===== src/rtl/uart_pkg.sv =====
// Shared UART definitions: transmitter state encoding, parity modes and the
// parity helper, so the receiver computes parity exactly the same way.
package uart_pkg;

   typedef enum logic [2:0] {IDLE, START, DATA, PARITY, STOP} uart_tx_state_t;

   localparam int PARITY_NONE = 0;
   localparam int PARITY_EVEN = 1;
   localparam int PARITY_ODD  = 2;

   // Unused upper bits must be zero so they do not disturb the XOR.
   function automatic logic uart_parity(input logic [8:0] data, input int mode);
      logic p;
      case (mode)
         PARITY_EVEN: p = ^data;
         PARITY_ODD:  p = ~^data;
         default:     p = 1'b0;
      endcase
      return p;
   endfunction

endpackage


===== src/rtl/uart_tx_tick.sv =====
// UART transmitter driven by an external bit-period tick: start bit, LSB-first
// data, optional parity, then one or two stop bits.
module uart_tx_tick #(
   parameter int DATA_BITS = 8,
   parameter int PARITY    = 0,
   parameter int STOP_BITS = 1
) (
   input  logic                 clk,
   input  logic                 rst,
   input  logic                 i_tick,
   input  logic [DATA_BITS-1:0] i_data,
   input  logic                 i_valid,
   output logic                 o_ready,
   output logic                 o_txd,
   output logic                 o_busy,
   output logic                 o_done
);
   import uart_pkg::*;

   localparam int               CNT_W     = $clog2(DATA_BITS + 1);
   localparam logic [CNT_W-1:0] LAST_BIT  = CNT_W'(DATA_BITS - 1);
   localparam logic [1:0]       LAST_STOP = 2'(STOP_BITS);

   uart_tx_state_t       state;
   logic [DATA_BITS-1:0] shreg;
   logic                 par_bit;
   logic [CNT_W-1:0]     bit_cnt;
   logic [1:0]           stop_cnt;

   assign o_ready = (state == IDLE);

   always_ff @(posedge clk or posedge rst) begin
      if (rst) begin
         state    <= IDLE;
         shreg    <= '0;
         par_bit  <= 1'b0;
         bit_cnt  <= '0;
         stop_cnt <= '0;
         o_txd    <= 1'b1;
         o_busy   <= 1'b0;
         o_done   <= 1'b0;
      end else begin
         o_done <= 1'b0;
         case (state)
            IDLE: begin
               // Ticks here are ignored; the start bit waits for the next tick.
               if (i_valid) begin
                  shreg   <= i_data;
                  par_bit <= uart_parity(9'(i_data), PARITY);
                  o_busy  <= 1'b1;
                  state   <= START;
               end
            end
            START: begin
               if (i_tick) begin
                  o_txd   <= 1'b0;
                  bit_cnt <= '0;
                  state   <= DATA;
               end
            end
            DATA: begin
               if (i_tick) begin
                  o_txd   <= shreg[0];
                  shreg   <= shreg >> 1;
                  bit_cnt <= bit_cnt + CNT_W'(1);
                  if (bit_cnt == LAST_BIT) begin
                     stop_cnt <= '0;
                     state    <= (PARITY != PARITY_NONE) ? uart_pkg::PARITY : STOP;
                  end
               end
            end
            uart_pkg::PARITY: begin
               if (i_tick) begin
                  o_txd    <= par_bit;
                  stop_cnt <= '0;
                  state    <= STOP;
               end
            end
            STOP: begin
               // The tick after the last stop drive closes the frame.
               if (i_tick) begin
                  if (stop_cnt == LAST_STOP) begin
                     o_busy <= 1'b0;
                     o_done <= 1'b1;
                     state  <= IDLE;
                  end else begin
                     o_txd    <= 1'b1;
                     stop_cnt <= stop_cnt + 2'd1;
                  end
               end
            end
            default: state <= IDLE;
         endcase
      end
   end

endmodule


===== config.mk =====
export PLATFORM = sky130hd
export DESIGN_NAME = uart_tx_tick
export DESIGN_NICKNAME = d
export VERILOG_FILES = /design/src/rtl/uart_pkg.sv /design/src/rtl/uart_tx_tick.sv
export SDC_FILE = /design/constraint.sdc
export NUM_CORES = 1
export LEC_CHECK = 0
export CAP_MARGIN = 25
export CELL_PAD_IN_SITES_DETAIL_PLACEMENT = 0
export CELL_PAD_IN_SITES_GLOBAL_PLACEMENT = 1
export CORE_MARGIN = 4
export CORE_UTILIZATION = 42
export DETAILED_ROUTE_END_ITERATION = 7
export GPL_TIMING_DRIVEN = 0
export HOLD_SLACK_MARGIN = 0.15
export MAX_ROUTING_LAYER = met4
export PLACE_DENSITY_LB_ADDON = 0.1
export SYNTH_ARGS = -nofsm -noshare
export SYNTH_HDL_FRONTEND = slang
export SYNTH_SLANG_ARGS = --single-unit

===== constraint.sdc =====
create_clock -name clk -period 1.85 [get_ports clk]
set_input_delay 0.4625 -clock clk [delete_from_list [all_inputs] [get_ports clk]]
set_output_delay 0.4625 -clock clk [all_outputs]
set_load 0.03 [all_outputs]

# [Word-level counts from Yosys, hierarchy flattened]
# Index checks and enable logic that the tools add are counted.
[totals] elab_cells=68 input_bits=12 out_inout_bits=4 reg_bits=20
[classes] add_sub_neg=2 muxes=32 n_reduce_logical=13 n_eq_ne=14
[ops] cell="3-bit two-way mux" n=7
[ops] cell="8-bit two-way mux" n=2
[ops] cell="2-bit != test (second input constant)" n=8
[ops] cell="8-bit case mux with 2 select lines" n=1
[ops] cell="3-bit case mux with 5 select lines" n=1
[ops] cell="6-bit AND reduction" n=2
[ops] cell="1-bit two-way mux" n=10
[ops] cell="2-bit two-way mux" n=5
[ops] cell="4-bit two-way mux" n=2
[ops] cell="4-bit case mux with 2 select lines" n=1
[ops] cell="7-bit AND reduction" n=1
[ops] cell="3-bit by 2-bit equality test with 1-bit output (second input constant)" n=2
[ops] cell="2-bit case mux with 3 select lines" n=1
[ops] cell="3-bit AND reduction" n=2
[ops] cell="2-bit nonzero test" n=3
[ops] cell="4-bit by 1-bit adder with 4-bit output (second input constant)" n=1
[ops] cell="4-bit by 3-bit equality test with 1-bit output (second input constant)" n=1
[ops] cell="4-bit AND reduction" n=1
[ops] cell="4-bit nonzero test" n=1
[ops] cell="3-bit by 1-bit equality test with 1-bit output (second input constant)" n=1
[ops] cell="3-bit equality test (second input constant)" n=1
[ops] cell="3-bit zero test" n=1
[ops] cell="1-bit case mux with 3 select lines" n=1
[ops] cell="3-bit nonzero test" n=1
[ops] cell="other kinds (4)" n=4

# [Depth between registers and ports, before layout]
[logic_depth] word_depth=4 depth_mapped=5 depth_no_buf=5

# [Least setup slack after synthesis]
# Ideal clock, no wire load.
[synth_timing] kind="reg-to-output" from="reg state[1]" to="out o_ready" required_ns=1.387 slack_ns=-0.064 arrival_ns=1.452 path_buffers=2 stages_incl_launch_ff=4 cell_sequence="dfrtp_1 > buf_6 > buf_4 > nor3_1"
[synth_via] elab_chain_len=1
[synth_rtl] element="start: declaration" line="uart_tx_tick.sv:24" rtl="uart_tx_state_t state;"
[synth_rtl] element="start signal: assignment" line="uart_tx_tick.sv:68" rtl="state <= (PARITY != PARITY_NONE) ? uart_pkg::PARITY : STOP;"
[synth_rtl] element="3-bit zero test" line="uart_tx_tick.sv:30" rtl="assign o_ready = (state == IDLE);"
[synth_rtl] element="end: declaration" line="uart_tx_tick.sv:13" rtl="output logic o_ready,"
# No other way between the ends.

# [Worst setup path in the final report]
# Ends and elaborated chain as after synthesis.

==> reports/summary.txt <==
largest net degree at the start of global routing: 21
Design Area, Final: 1429 um^2
Mean Syn Cell Area: 11.32 um^2
IO Port Bufs: 15
clock latency on the worst-skew pair: 0.31 ns
cts bufs inserted: 3
setup violators final: 0
CP Launch Type: flop
CTS tree: yes
die height: 60.44 um
Routed Antenna Nets: 0
Slew headroom: 0.4920
Mapped Cells: 102
DP HPWL: 1635 um
Crit Path Class: reg2out
FP Rows: 18
Sink Count: 20
Core Box Area: 2545 um^2
routability cong.: 0.7254
Final nets: 141
largest vdd supply drop: 913.2 uV
cell family with most CP delay: buffers and inverters
Power Density: 1553 nW/um^2
Design Power: 2218 uW
Max Cap Viol: 0
crit-path max cell delay: 0.42 ns
Placed Area: 1348 um^2
Pins Over Slew Limit: 0
Pre-antenna DRT Iters: 4
Yosys warnings: 0
total grt overflow: 0
most frequent cells in the layout: dfrtp_1, mux2_2, clkdlybuf4s50_1
post-synthesis register bit count: 20
number of hold violations in the final report: 0
# DRC: 0
most common cell after layout, fill and taps aside: dfrtp_1
critical-path cell list: buf_6 -> buf_6 -> nor3_4 -> buf_6
Worst path most repeated cell: buf_6
Worst Path Arrival: 1.34 ns
synthesized area: 1155 um^2
layout cells sized above 1: 0.2800
io pins: 16
All-Layer GR Usage: 0.1605
DIE WIDTH: 60.44 um
min cycle time layout: 1.806 ns
Initial Util: 0.4538
Tcrit/Tclk final: 0.9763
CP endpoint kind: primary output
Syn Nets: 117
clk_skew: 0.0006741 ns
Max Buffers Root-to-Sink: 2
max frequency: 553.7 MHz
H-tree depth: 1
Area Overhead vs Synth: 23.73%
slew of the pin with the lowest slew margin: 0.7611 ns
CP Buf/Inv Count: 3
number of global-route vias before repair: 892
Ant. Diodes: 0
P_leak: 0.0006230 uW
Required @ worst endpoint: 1.39 ns
post-synthesis cell type count: 36
clock slew at reported path FFs: 0.12 ns
first-pass GRT wire length: 4098 um
Vias/cell: 5.600
initial antenna violation count: 0
Seq/Total Area, Yosys: 0.4345
Reg2Reg Setup Slack: 0.34 ns
worst hold path class: reg2reg
status: complete, no violations
vias: 868
wire length per cell: 14.90 um
Die ar.: 3652 um^2
CP max stage cell: dfrtp_1
Iteration-0 DRC Markers: 31
root buf cell: clkbuf_4
Routed WL: 2310 um
fill count: 234
Critical Path Fanout Max: 10
setup TNS: 0 ns
## cells by family after synthesis
logic type | after synthesis | synth area share
adder cells (fa/ha/maj) | 3 | 0.03251
AO/OA/AOI/OAI | 24 | 0.1582
multiplexers | 17 | 0.1636
AND/OR/NAND/NOR | 27 | 0.1593
buffers and inverters | 11 | 0.05199
flip-flops | 20 | 0.4345
## worst reg2reg max path: stages (launching register included)
cell,delay [ns]
dfrtp_1,0.38
buf_4,0.17
nor2_1,0.15
a21boi_4,0.33
mux2_2,0.37
## synthesized netlist by cell type, drive strengths merged
library cell	n	area, um^2
nor2	5	18.77
nand2b	2	12.51
nand4b	1	8.760
a21o	1	7.510
mux2i	2	20.02
and4	1	8.760
o31ai	3	22.52
a221o	1	10.01
o211ai	2	15.01
nand2	4	22.52
mux2	15	168.9
o311a	1	10.01
nand3b	2	15.01
nor3	1	5.000
a21boi	1	18.77
dfrtp	19	475.5
o2bb2ai	2	17.52
nor4b	2	32.53
nand3	2	10.01
nor2b	3	18.77
and3b	1	8.760
nor3b	3	22.52
inv	4	15.01
ha	3	37.54
o21ai	6	30.02
a22o	3	26.28
a32o	1	10.01
clkbuf	1	3.750
buf	6	41.28
dfstp	1	26.28
a21oi	3	15.01
## through the flow
step / cells / utilization / setup slack [ns] / hold WS [ns]
finish: 155 / 0.5615 / 0.04388 / 0.5179
global route: 155 / 0.5615 / -0.006273 / 0.5446
CTS: 151 / 0.5497 / 0.008666 / 0.5201
detailed placement: 147 / 0.5295 / -0.2597 / 0.4944
global placement: 147 / 0.5295 / -0.2450 / 0.4836
floorplan: 102 / - / 0.2123 / 0.4256
## final cells by class
type,instances,area (um^2),area share
Multi-Input combinational cell,71,604.3,0.4229
Sequential cell,20,501.7,0.3511
Timing Repair Buffer,19,178.9,0.1252
Buffer,7,55.05,0.03853
Tap cell,30,37.54,0.02627
Clock buffer,4,36.28,0.02539
Inverter,4,15.01,0.01051
## final timing paths
check	depth (start not counted)	startpoint	end
setup reg to reg	4	state[0]	shreg[1]
setup / recovery	4	state[1]	o_ready
hold / removal	2	o_txd	o_txd
max in group asynchronous	2	rst	stop_cnt[0]
hold reg to reg	2	o_txd	o_txd
min in group asynchronous	2	rst	bit_cnt[2]
## per-layer routing
metal | track usage | part of all wire | up-vias
met5 | - | 0 | -
met4 | 0.09288 | 0.023 | 0
met3 | 0.02553 | 0.035 | 4
met2 | 0.2377 | 0.46 | 14
met1 | 0.2074 | 0.48 | 433
li1 | - | - | 417
## where the power goes
| group | total [uW] | switching (uW) | internal, uW |
|---|---|---|---|
| sequential | 750 | 119 | 631 |
| clock | 263 | 142 | 120 |
| combinational | 1210 | 579 | 627 |
| total | 2220 | 840 | 1380 |
## registers in the layout, summed over array words and instances, names as in the netlist
signal    count
o_busy        1
o_txd         1
bit_cnt       4
stop_cnt      2
state         3
shreg         8
o_done        1
## what timing repair did
action	CTS	global route
hold buffers	0	0
endpoints found under the setup margin	3	1
setup buffers	0	4
gates resized for setup	13	0
pin swaps	1	1
No activity file was read; power rests on OpenSTA's default activity.
